**src/rtl/div16by8_seq_pkg.sv**
```systemverilog
// div16by8_seq_pkg: shared state type and constants for the sequential restoring divider.
package div16by8_seq_pkg;
  typedef enum logic [1:0] {IDLE, RUN, DONE} state_t;
  localparam int N_DEF = 8;
  localparam int CNT_W = $clog2(2 * N_DEF);
  localparam logic [2*N_DEF-1:0] DBZ_QUOT = '1;
  function automatic int cnt_w(input int n);
    return $clog2(2 * n);
  endfunction
endpackage

```
**src/rtl/div16by8_seq_div_step.sv**
```systemverilog
// div_step: one combinational restoring-division step (shift in a bit, trial subtract).
module div_step #(
  parameter int N = 8
) (
  input  logic [N:0]   pr,
  input  logic         bit_in,
  input  logic [N-1:0] divisor,
  output logic [N:0]   pr_next,
  output logic         q
);
  logic [N+1:0] sh;
  always_comb begin
    sh = {pr, bit_in};
    q = sh >= {2'b00, divisor};
    pr_next = q ? (N+1)'(sh - {2'b00, divisor}) : sh[N:0];
  end
endmodule

```
**src/rtl/div16by8_seq.sv**
```systemverilog
// div16by8_seq: sequential 2N/N unsigned restoring divider, one quotient bit per clock.
module div16by8_seq
  import div16by8_seq_pkg::*;
#(
  parameter int N = N_DEF
) (
  input  logic           clk,
  input  logic           rst,
  input  logic           start,
  input  logic [2*N-1:0] dividend,
  input  logic [N-1:0]   divisor,
  output logic           busy,
  output logic           done,
  output logic [2*N-1:0] quotient,
  output logic [N-1:0]   remainder,
  output logic           div_by_zero
);
  localparam int CW = (N == N_DEF) ? CNT_W : cnt_w(N);
  localparam logic [CW-1:0] LAST = CW'(2 * N - 1);
  localparam logic [2*N-1:0] DBZ_Q = (N == N_DEF) ? (2*N)'(DBZ_QUOT) : '1;
  state_t state, state_n;
  logic [CW-1:0] cnt;
  logic [2*N-1:0] dq;
  logic [N-1:0] dvs;
  logic [N:0] pr, pr_next;
  logic q, dbz_pend, last;
  div_step #(.N(N)) u_step (
    .pr     (pr),
    .bit_in (dq[2*N-1]),
    .divisor(dvs),
    .pr_next(pr_next),
    .q      (q)
  );
  assign last = cnt == LAST;
  assign busy = state != IDLE;
  assign done = state == DONE;
  always_comb begin
    state_n = state;
    state_n = (state == IDLE) ? (start ? RUN : IDLE) :
              (state == RUN)  ? (last ? DONE : RUN) : IDLE;
  end
  // A zero divisor takes a single RUN cycle (counter preset to the last step) so
  // its result lands one edge after acceptance; the step output is then discarded.
  always_ff @(posedge clk or posedge rst) begin
    if (rst) begin
      state       <= IDLE;
      cnt         <= '0;
      dq          <= '0;
      dvs         <= '0;
      pr          <= '0;
      dbz_pend    <= 1'b0;
      quotient    <= '0;
      remainder   <= '0;
      div_by_zero <= 1'b0;
    end else begin
      state <= state_n;
      if (state == IDLE && start) begin
        dq       <= dividend;
        dvs      <= divisor;
        pr       <= '0;
        dbz_pend <= divisor == '0;
        cnt      <= (divisor == '0) ? LAST : '0;
      end else if (state == RUN) begin
        dq  <= {dq[2*N-2:0], q};
        pr  <= pr_next;
        cnt <= cnt + CW'(1);
        if (last) begin
          quotient    <= dbz_pend ? DBZ_Q : {dq[2*N-2:0], q};
          remainder   <= dbz_pend ? dq[N-1:0] : pr_next[N-1:0];
          div_by_zero <= dbz_pend;
        end
      end
    end
  end
endmodule
```
**config.mk**
```make
export PLATFORM = sky130hd
export DESIGN_NAME = div16by8_seq
export DESIGN_NICKNAME = d
export VERILOG_FILES = /design/src/rtl/div16by8_seq_pkg.sv /design/src/rtl/div16by8_seq_div_step.sv /design/src/rtl/div16by8_seq.sv
export SDC_FILE = /design/constraint.sdc
export NUM_CORES = 1
export LEC_CHECK = 0
export ABC_AREA = 1
export ABC_CLOCK_PERIOD_IN_PS = 2700
export BUFFER_PORTS_ARGS = -buffer_cell sky130_fd_sc_hd__buf_2
export CAP_MARGIN = 0
export CORE_MARGIN = 2
export CORE_UTILIZATION = 56
export CTS_BUF_LIST = sky130_fd_sc_hd__clkbuf_16
export CTS_CLUSTER_SIZE = 12
export DETAILED_ROUTE_END_ITERATION = 10
export PLACE_DENSITY = 0.83
export RECOVER_POWER = 25
export SYNTH_ARGS = -nofsm -noshare
export SYNTH_HDL_FRONTEND = slang
export SYNTH_SLANG_ARGS = --single-unit
```
**constraint.sdc**
```tcl
create_clock -name clk -period 2.7 [get_ports clk]
set_clock_uncertainty 0.15 [all_clocks]
set_input_delay 0.54 -clock clk [delete_from_list [all_inputs] [get_ports clk]]
set_output_delay 0.54 -clock clk [all_outputs]
set_load 0.02 [all_outputs]
```
# After elaboration in Yosys (flattened, before gate mapping)
# Index checks and enable logic that the tools add are counted.
# word_totals
word_cells	36
output_inout_bits	27
inputBits	27
register_bits	65
# classes
eq_ne	3
reduce_logical	6
add_sub_neg	2
n_lt_le_gt_ge	1
bitwise_logic	1
mux	14
# ops
op	count
$mux W16	3
$mux W9	3
$mux W4	3
$ge A10 B8 Y1	1
$sub A9 B8 Y9	1
$logic_not A8 Y1	1
$mux W8	1
$mux W2	3
$add A4 B1 Y4 const B	1
$eq A4 B4 Y1 const B	1
$reduce_bool A2 Y1	2
$reduce_and A3 Y1	1
$eq A2 B1 Y1 const B	1
$eq A2 B2 Y1 const B	1
$logic_not A2 Y1	1
$logic_and A1 B1 Y1	1
$mux W1	1
$not A1 Y1	1

# Depth between registers and ports, before layout
# Gate-level depths: netlist of the first run.
# logic_depth
ltp_word	4
depth_mapped	12
mapped_depth_nobuf	12

# Cells and area by module
# Synthesis of the first run repeated with hierarchy kept, for this count alone.
# unflattened
hier_cells	412
area_unflattened_um2	3350.7
# by_module_without_submodules
mod	instances	seq_area_each_um2	area_per_inst_um2	cells_each
div16by8_seq	1	1626.6	2685.1	293
div_step	1	0.0	665.6	119

# Worst setup path after synthesis of the first run
# OpenSTA, ideal clock, no wires.
# synth_path
kind	reg-to-reg
startpoint	register dq[15]
endpoint	register pr[0]
path_stages_with_launch	12
slack_ns	0.650
required_time_ns	2.426
period_less_slack_ns	2.050
setup_time_ns	0.124
path_buffers	1
arrival_ns	1.776
cell_sequence	dfrtp_1 -> inv_1 -> ha_1 -> inv_1 -> fa_1 -> nand3_1 -> nand3_2 -> nand2_2 -> nand3_4 -> buf_12 -> o211ai_1 -> nand2_1
# synth_via
elab_chain_len	4
elab_cells_between_ends	5
cone_classes	add/sub (1); order compare (1); mux (3)
# synth_lines
element	line_no	text
start: declaration	div16by8_seq.sv:23	logic [2*N-1:0] dq;
start signal: assignment	div16by8_seq.sv:58	dq <= dividend;
start signal: assignment	div16by8_seq.sv:64	dq <= {dq[2*N-2:0], q};
$sub A9 B8 Y9 or $ge A10 B8 Y1 (tied branches)	div16by8_seq_div_step.sv:15, div16by8_seq_div_step.sv:14	
$mux W9 (*)	div16by8_seq_div_step.sv:15	pr_next = q ? (N+1)'(sh - {2'b00, divisor}) : sh[N:0];
$mux W9 (*)	div16by8_seq.sv:63	end else if (state == RUN) begin
$mux W9 (*)	div16by8_seq.sv:57	if (state == IDLE && start) begin
end signal: assignment	div16by8_seq.sv:65	pr <= pr_next;
end: declaration	div16by8_seq.sv:25	logic [N:0] pr, pr_next;
# Mark *: on every way between the ends. The rest lies on a longest branch, timed or not. The select of a mux whose other input is x is not followed.
# A chain may end at the register's enable or synchronous reset.

# Final worst setup path of the first run
# layout_path
startpoint	register dq[15]
endpoint	register pr[3]
# The elaborated chain is that of the path after synthesis.

==> run summary, run 1 <==
Synthesis inferred 65 register bits. TritonCTS created 9 clock buffers. The tree is rooted in a sky130_fd_sc_hd__clkbuf_16.

The highest clock frequency the design can meet came out at 421 MHz. Clock-pin slew was measured on the worst setup and hold paths at 60 ps. The sequential fraction of the synthesis area is 49.4%. The number of placed instances, taps included, is 505.

The final hold slack came out at 270 ps. In this run, the number of DRC markers left after iteration 0 of detailed routing was 207. The cell row count is 27. STA classifies the critical path endpoint as a flop. The number of antenna diodes in the final layout is 0.

The flip-flop cell with the highest count after synthesis is sky130_fd_sc_hd__dfrtp_1. The power after layout is 6.08 mW. The path class of the lowest-slack min-delay path is input pin to async pin. The fraction of post-synthesis cell area in the top cell type by area came out at 49.4%. The non-filler instance count after layout came out at 521. The slack of the critical path is 327 ps. In the routed layout, each cell is associated on average with a via count of 5.37. The final hold violation count is 0. The number of antenna violations at the first check in global routing is 0.

The mean post-synth cell area is 8.47 sq um. The number of detailed-routing iterations run before antenna repair came out at 4. The leakage power total is 2.08 nW. The initial standard-cell utilization of the core came out at 58.7%.

For the worst setup path, the data arrival time is 2490 ps. The count of vias placed by the detailed router is 2,800. The largest net degree at the start of global routing is 42. Setup slack on the worst reg-to-reg path comes out at 330 ps. The die area came out at 0.00651 sq mm. For this run the aggregate overflow at the end of global routing stands at 0. Setup repair after global routing left no endpoint under its margin. For this design the top-level I/O count stands at 54. The final total negative setup slack came out at 0 ps. The maximum fanout count along the critical path came out at 18. Synthesis produced 389 cells. The maximum root-to-sink buffer count came out at 2. During placement, the flow inserted port buffers numbering 53. In this run the power density over the cells is 1540 mW/mm^2. For this run, asynchronously set or reset flops after synthesis account for 100%. The die is 80.7 microns wide. The clock period minus worst slack came out at 2370 ps. The critical path is of the flop to flop type. The worst max-slew margin expressed relative to the limit came out at 30.8%. At the end of routability-driven placement, the weighted congestion stood at 0.869.

Yosys printed 0 warnings. In the synthesized netlist, the cells that appear most often are 92 x sky130_fd_sc_hd__nand2_1, 66 x sky130_fd_sc_hd__inv_1, 65 x sky130_fd_sc_hd__dfrtp_1. The largest area contributor in the netlist is sky130_fd_sc_hd__dfrtp_1. After clock tree synthesis, the flow added hold-fix buffers numbering 0. The number of routed nets with antenna violations is 0. TritonCTS built the clock tree. In the global route stage, met2 resource usage came out at 42.6%. The post-route DRC violation count came out at 0. After synthesis, the netlist uses 33 different library cells. The sum of net half-perimeters after detailed placement is 5020 microns. The data required time at the worst endpoint came out at 2820 ps.

The worst path uses 87.9% of the clock period. The global routing stage identified its most utilized layer as met2. The final non-filler cell area came out at 0.00394 sq mm.

The share of cells above drive strength 1 is 20.5%. The cell area after technology mapping came out at 0.00329 sq mm. The routed design has 7320 microns of wire.

The number of global-route vias before repair came to 2,781. The latest clock arrival within the worst-skew pair came out at 330 ps. The run finished with clean final reports.

The net count after synthesis came out at 426. The transition time at the pin with the least slew margin is 1040 ps. The total number of H-tree levels is 3. Across the VDD grid, the largest voltage drop is 0.762 mV. The worst-case setup slack after placement is 436 ps. The area of the placeable core is 0.00561 sq mm. In the global route stage, met1 resource usage came out at 31.7%. The wire length of the first global-routing pass came out at 12,500 microns.

From bottom edge to top edge, the die measures 80.7 microns. The area of placed instances came out at 0.00361 sq mm. The aggregate global-route resource usage is 25.3%.

STA classifies the critical path startpoint as a flop. The post-layout net count came out at 481. The most repeated cell in the gate-level netlist after synthesis is sky130_fd_sc_hd__nand2_1.

The layout overhead on the synthesized area came out at 19.6%. Ranked by total cell area, the synthesized netlist is headed by sky130_fd_sc_hd__dfrtp_1 49%, sky130_fd_sc_hd__nand2_1 10%, sky130_fd_sc_hd__inv_1 7.5%. The share of the core filled with cells in the final layout is 70.3%. The number of sinks on the clock net came out at 65. The number of enable-type register cells in the synthesized netlist is 0. In the global route stage, met3 resource usage came out at 4.38%. The count of cells resized by post-cts repair is 0. The count of max-cap constraint violations came out at 0. The setup fix buffers added after clock tree synthesis is 0. The per-cell routed wire length came out at 14.1 microns. The final max-slew violation count is 0.

The final number of setup-violating endpoints is 0.
-- cells in the final DEF (no fill, tap or decap), drive strengths merged, types with 3 or more instances in the layout --
master and n:
clkbuf 10, ha 9, o211ai 7, inv 69
nand3 15, nand3b 3, bufinv 3, dfrtp 65
nand4 4, nor2 26, buf 55, a21oi 18
xor2 3, a22oi 16, nand2 102, o21ai 34
-- final timing paths --
kind	startpoint	cells after the start	end
min in group clk	dividend[10]	3	dq[10]
worst max-delay path	dq[15]	11	pr[3]
worst min register to register	div_by_zero	2	div_by_zero
worst max register to register	dq[15]	11	pr[3]
worst min-delay path	rst	2	dq[5]
max in group asynchronous	rst	3	dq[9]
-- worst max-delay path, stage by stage, from the launching register on --
cell and delay [ps]:
sky130_fd_sc_hd__dfrtp_1 410, sky130_fd_sc_hd__inv_1 110, sky130_fd_sc_hd__ha_1 150, sky130_fd_sc_hd__inv_1 60, sky130_fd_sc_hd__fa_1 410, sky130_fd_sc_hd__nand3_1 100
sky130_fd_sc_hd__nand3_2 100, sky130_fd_sc_hd__nand2_2 140, sky130_fd_sc_hd__nand3_4 210, sky130_fd_sc_hd__o21ai_0 300, sky130_fd_sc_hd__nand2_1 100, sky130_fd_sc_hd__nand2_1 70
-- layer usage --
layer	part of all wire, %	vias up
met5	0	-
met4	2.5	0
met3	3.9	19
met2	49	74
met1	45	1343
li1	-	1364
-- cell type report --
cell class / count / area, sq um
clock buffers: 9 / 225
clock inverters: 7 / 119
fillers: 430 / 1670
inverters: 67 / 251
multi-input cells: 245 / 1340
flip-flops and latches: 65 / 1630
well taps: 72 / 90.1
repair buffers: 56 / 285
-- sequential cells by signal, summed over array words and instances, names as in the netlist --
name,flops
state,2
dbz_pend,1
remainder,8
quotient,16
dq,16
pr,9
dvs,8
cnt,4
div_by_zero,1
-- cells by family after synthesis --
group	synth area share (%)
flops	49.4
fa+ha+maj	4.03
compound gates	14.5
buf+inv	9.84
simple gates	20.9
xor+xnor	1.33
-- where the power goes --
group	total (mW)	switching, mW	internal (mW)	leakage, nW
Combinational	3.01	1.92	1.08	1.16
Sequential	1.74	0.287	1.46	0.756
Clock	1.33	0.429	0.902	0.167
Total	6.08	2.64	3.44	2.08
Note: power is estimated with default switching activity, not from simulation.
==> run 2: changes to the inputs <==
--- a/config.mk
+++ b/config.mk
@@ -15,7 +15,8 @@
 export CTS_CLUSTER_SIZE = 12
 export DETAILED_ROUTE_END_ITERATION = 10
 export PLACE_DENSITY = 0.83
-export RECOVER_POWER = 25
+export REMOVE_ABC_BUFFERS = 1
+export SKIP_CTS_REPAIR_TIMING = 1
 export SYNTH_ARGS = -nofsm -noshare
 export SYNTH_HDL_FRONTEND = slang
 export SYNTH_SLANG_ARGS = --single-unit
==> run 2 against run 1 <==
Effect of this change: maximum frequency shrank 4.8%; design area shrank 0.73%; global-route usage grew 1.2 points; via count grew 2.4%; non-clock buffer count grew 2; final cell count grew 0.19%; critical endpoint is now pr[4]; largest power group unchanged; clock power shrank 17%; worst hold slack lost 160 ps.
==> run summary, run 2 (synthesized netlist as in run 1, its figures left out) <==
The latest clock arrival within the worst-skew pair is 330 ps (about the same). The clock buffer count from CTS came out at 9 (unchanged). The horizontal extent of the die came out at 80.7 microns (unchanged). The critical path goes through inv_1 -> ha_1 -> inv_1 -> fa_1 -> nand3_1 -> nand3_2 -> nand2_2 -> nand3_4 -> o21ai_0 -> nand2_1 -> nand2_1.

The share of cells above drive strength 1 came out at 20.9% (+0.40 points). The delay contributed by the slowest stage of the critical path is 410 ps (about the same). The met3 wire length is 475 microns (+64%).

The global placement routability congestion came out at 0.907 (+4.3%). The initial standard-cell utilization of the core came out at 58.7% (unchanged). The run finished with clean final reports. The number of detailed-routing iterations run before antenna repair is 5 (+1). The data required time at the worst endpoint is 2810 ps (about the same).

The final total negative setup slack is 0 ps (unchanged). The post-layout net count is 483 (+0.42%). The number of vias per cell came out at 5.49 (+2.2%).

The cell row count was 27 (unchanged). The aggregate global routing overflow came out at 0 (unchanged). The maximum fanout count along the critical path is 18 (unchanged). The number of routed nets with antenna violations is 0 (unchanged). The kind of cell with the highest combined delay along the critical path is simple AND/OR/NAND/NOR gates. The path class of the tightest hold or removal check is input pin to async pin. The die area is 0.00651 sq mm (unchanged).

The worst setup path is launched from a flop. The number of sinks on the clock net came out at 65 (unchanged). The highest metal layer carrying signal wires in the routed design is met4. The number of antenna violations at the first check in global routing came to 0 (unchanged). The aggregate global-route resource usage is 26.5% (+1.2 points). The layout overhead on the synthesized area came out at 18.8%.

The routed wire length came out at 7600 microns (+3.7%). The total number of H-tree levels is 3 (unchanged). The final hold slack is 112 ps (-158 ps). The share of the clock period used by the worst path after layout came to 92.3% (+4.4 points). The sum of net half-perimeters after detailed placement is 5210 microns (+3.7%).

The leakage power total is 2.06 nW (-0.72%). The total inserted antenna cells came out at 0 (unchanged). The per-cell routed wire length is 14.6 microns (+3.5%). The count of max-cap constraint violations came out at 0 (unchanged). Setup repair after global routing left no endpoint under its margin. The area of the placeable core was 0.00561 sq mm (unchanged). The met1 wire length is 3060 microns (-6.6%). The critical path is of the flop to flop type. The highest clock frequency the design can meet came out at 401 MHz (-4.8%).

The initial detailed-routing violation count was 280 (+35%). The largest net degree at the start of global routing came out at 40 (-4.8%). The area of placed instances came to 0.00363 sq mm (+0.42%). The endpoint arrival time on the critical path came out at 2600 ps (+110 ps). The worst max-slew margin expressed relative to the limit is 45.8% (+15 points).

In the final layout, the registers with the most flip-flops are dq (16), quotient (16), pr (9). The maximum root-to-sink buffer count came out at 2 (unchanged). The die height came out at 80.7 microns (unchanged).

The placed instance count was 507 (+0.40%). The power per cell area is 1520 mW/mm^2 (-1.6%). The post-route DRC violation count came to 0 (unchanged). The non-filler instance count after layout came out at 522 (+0.19%).

The wire length of the first global-routing pass is 13,000 microns (+3.9%). The total of buffers placed on input and output ports came out at 53 (unchanged). The total length of routed met2 wires is 3870 microns (+8.2%).

In the layout the commonest cells are 92 x sky130_fd_sc_hd__nand2_1, 65 x sky130_fd_sc_hd__inv_1, 65 x sky130_fd_sc_hd__dfrtp_1. The final number of setup-violating endpoints is 0 (unchanged). The clock period minus worst slack was 2490 ps (+120 ps).

STA classifies the critical path endpoint as a flop. The library cell used most frequently in the layout, excluding fill and tap cells, is sky130_fd_sc_hd__nand2_1. The number of fill cells in the layout came out at 455 (+5.8%). The number of global-route vias before repair was 2,999 (+7.8%). TritonCTS built the clock tree. The final hold violation count came out at 0 (unchanged).

The clock-pin transition on the worst setup and hold timing paths came out at 60 ps (about the same). The maximum resistive drop on vdd is 0.870 mV (+14%). The transition time at the pin with the least slew margin was 813 ps (-226 ps). The number of placed I/O pins is 54 (unchanged).

The count of vias placed by the detailed router is 2,867 (+2.4%). The final max-slew violation count is 0 (unchanged). The root buffer cell is sky130_fd_sc_hd__clkbuf_16. The count of buffer and inverter cells on the critical path came out at 2 (unchanged). On the critical path, the stage with the largest delay is an instance of sky130_fd_sc_hd__fa_1.

The final non-filler cell area is 0.00391 sq mm (-0.73%).
-- run 2: path summary, 6_finish.rpt --
kind,from,end,slack [ps],cells past startpoint
min reg2reg,dvs[7],dvs[7],330,2
min in group clk,dividend[10],dq[10],280,3
min,rst,quotient[9],110,2
max,dq[15],pr[4],210,11
max in group asynchronous,rst,dvs[3],1680,3
max reg2reg,dq[15],pr[4],210,11
-- run 2: worst reg2reg max path, cell delays in order, from the launching register on --
cell	delay, ps
sky130_fd_sc_hd__dfrtp_1	390
sky130_fd_sc_hd__inv_1	80
sky130_fd_sc_hd__ha_1	140
sky130_fd_sc_hd__inv_1	60
sky130_fd_sc_hd__fa_1	410
sky130_fd_sc_hd__nand3_1	100
sky130_fd_sc_hd__nand3_2	100
sky130_fd_sc_hd__nand2_2	160
sky130_fd_sc_hd__nand3_4	230
sky130_fd_sc_hd__o21ai_0	380
sky130_fd_sc_hd__nand2_1	130
sky130_fd_sc_hd__nand2_1	90
-- run 2: final cells by class --
class | instances | area [sq um] | area share (%)
inverter | 67 | 251 | 6.43
tap | 72 | 90.1 | 2.30
timing repair buffer | 58 | 315 | 8.06
sequential | 65 | 1630 | 41.6
clock buffer | 9 | 225 | 5.76
multi-input combinational | 245 | 1340 | 34.3
clock inverter | 6 | 60.1 | 1.54
-- run 2: per-stage QoR --
step | utilization, % | worst slack [ps] | total power [mW]
5_1_grt | 69.7 | 112 | 6.47
6_report | 69.7 | 207 | 5.94
3_3_place_gp | 64.7 | 537 | 4.62
2_1_floorplan | - | 384 | 3.97
3_5_place_dp | 64.7 | 425 | 4.75
4_1_cts | 69.7 | 262 | 5.94
-- run 2: power by group --
| group | leakage, nW | internal, mW | total (mW) | switching (mW) |
|---|---|---|---|---|
| clock | 0.139 | 0.703 | 1.10 | 0.401 |
| combinational | 1.17 | 1.10 | 3.08 | 1.99 |
| sequential | 0.756 | 1.46 | 1.75 | 0.297 |
-- run 2: layer usage --
metal / global-route usage, % / vias up
met2: 45.4 / 104
met5: 0 / -
li1: - / 1369
met3: 6.18 / 19
met4: 13.9 / 0
met1: 30.8 / 1375
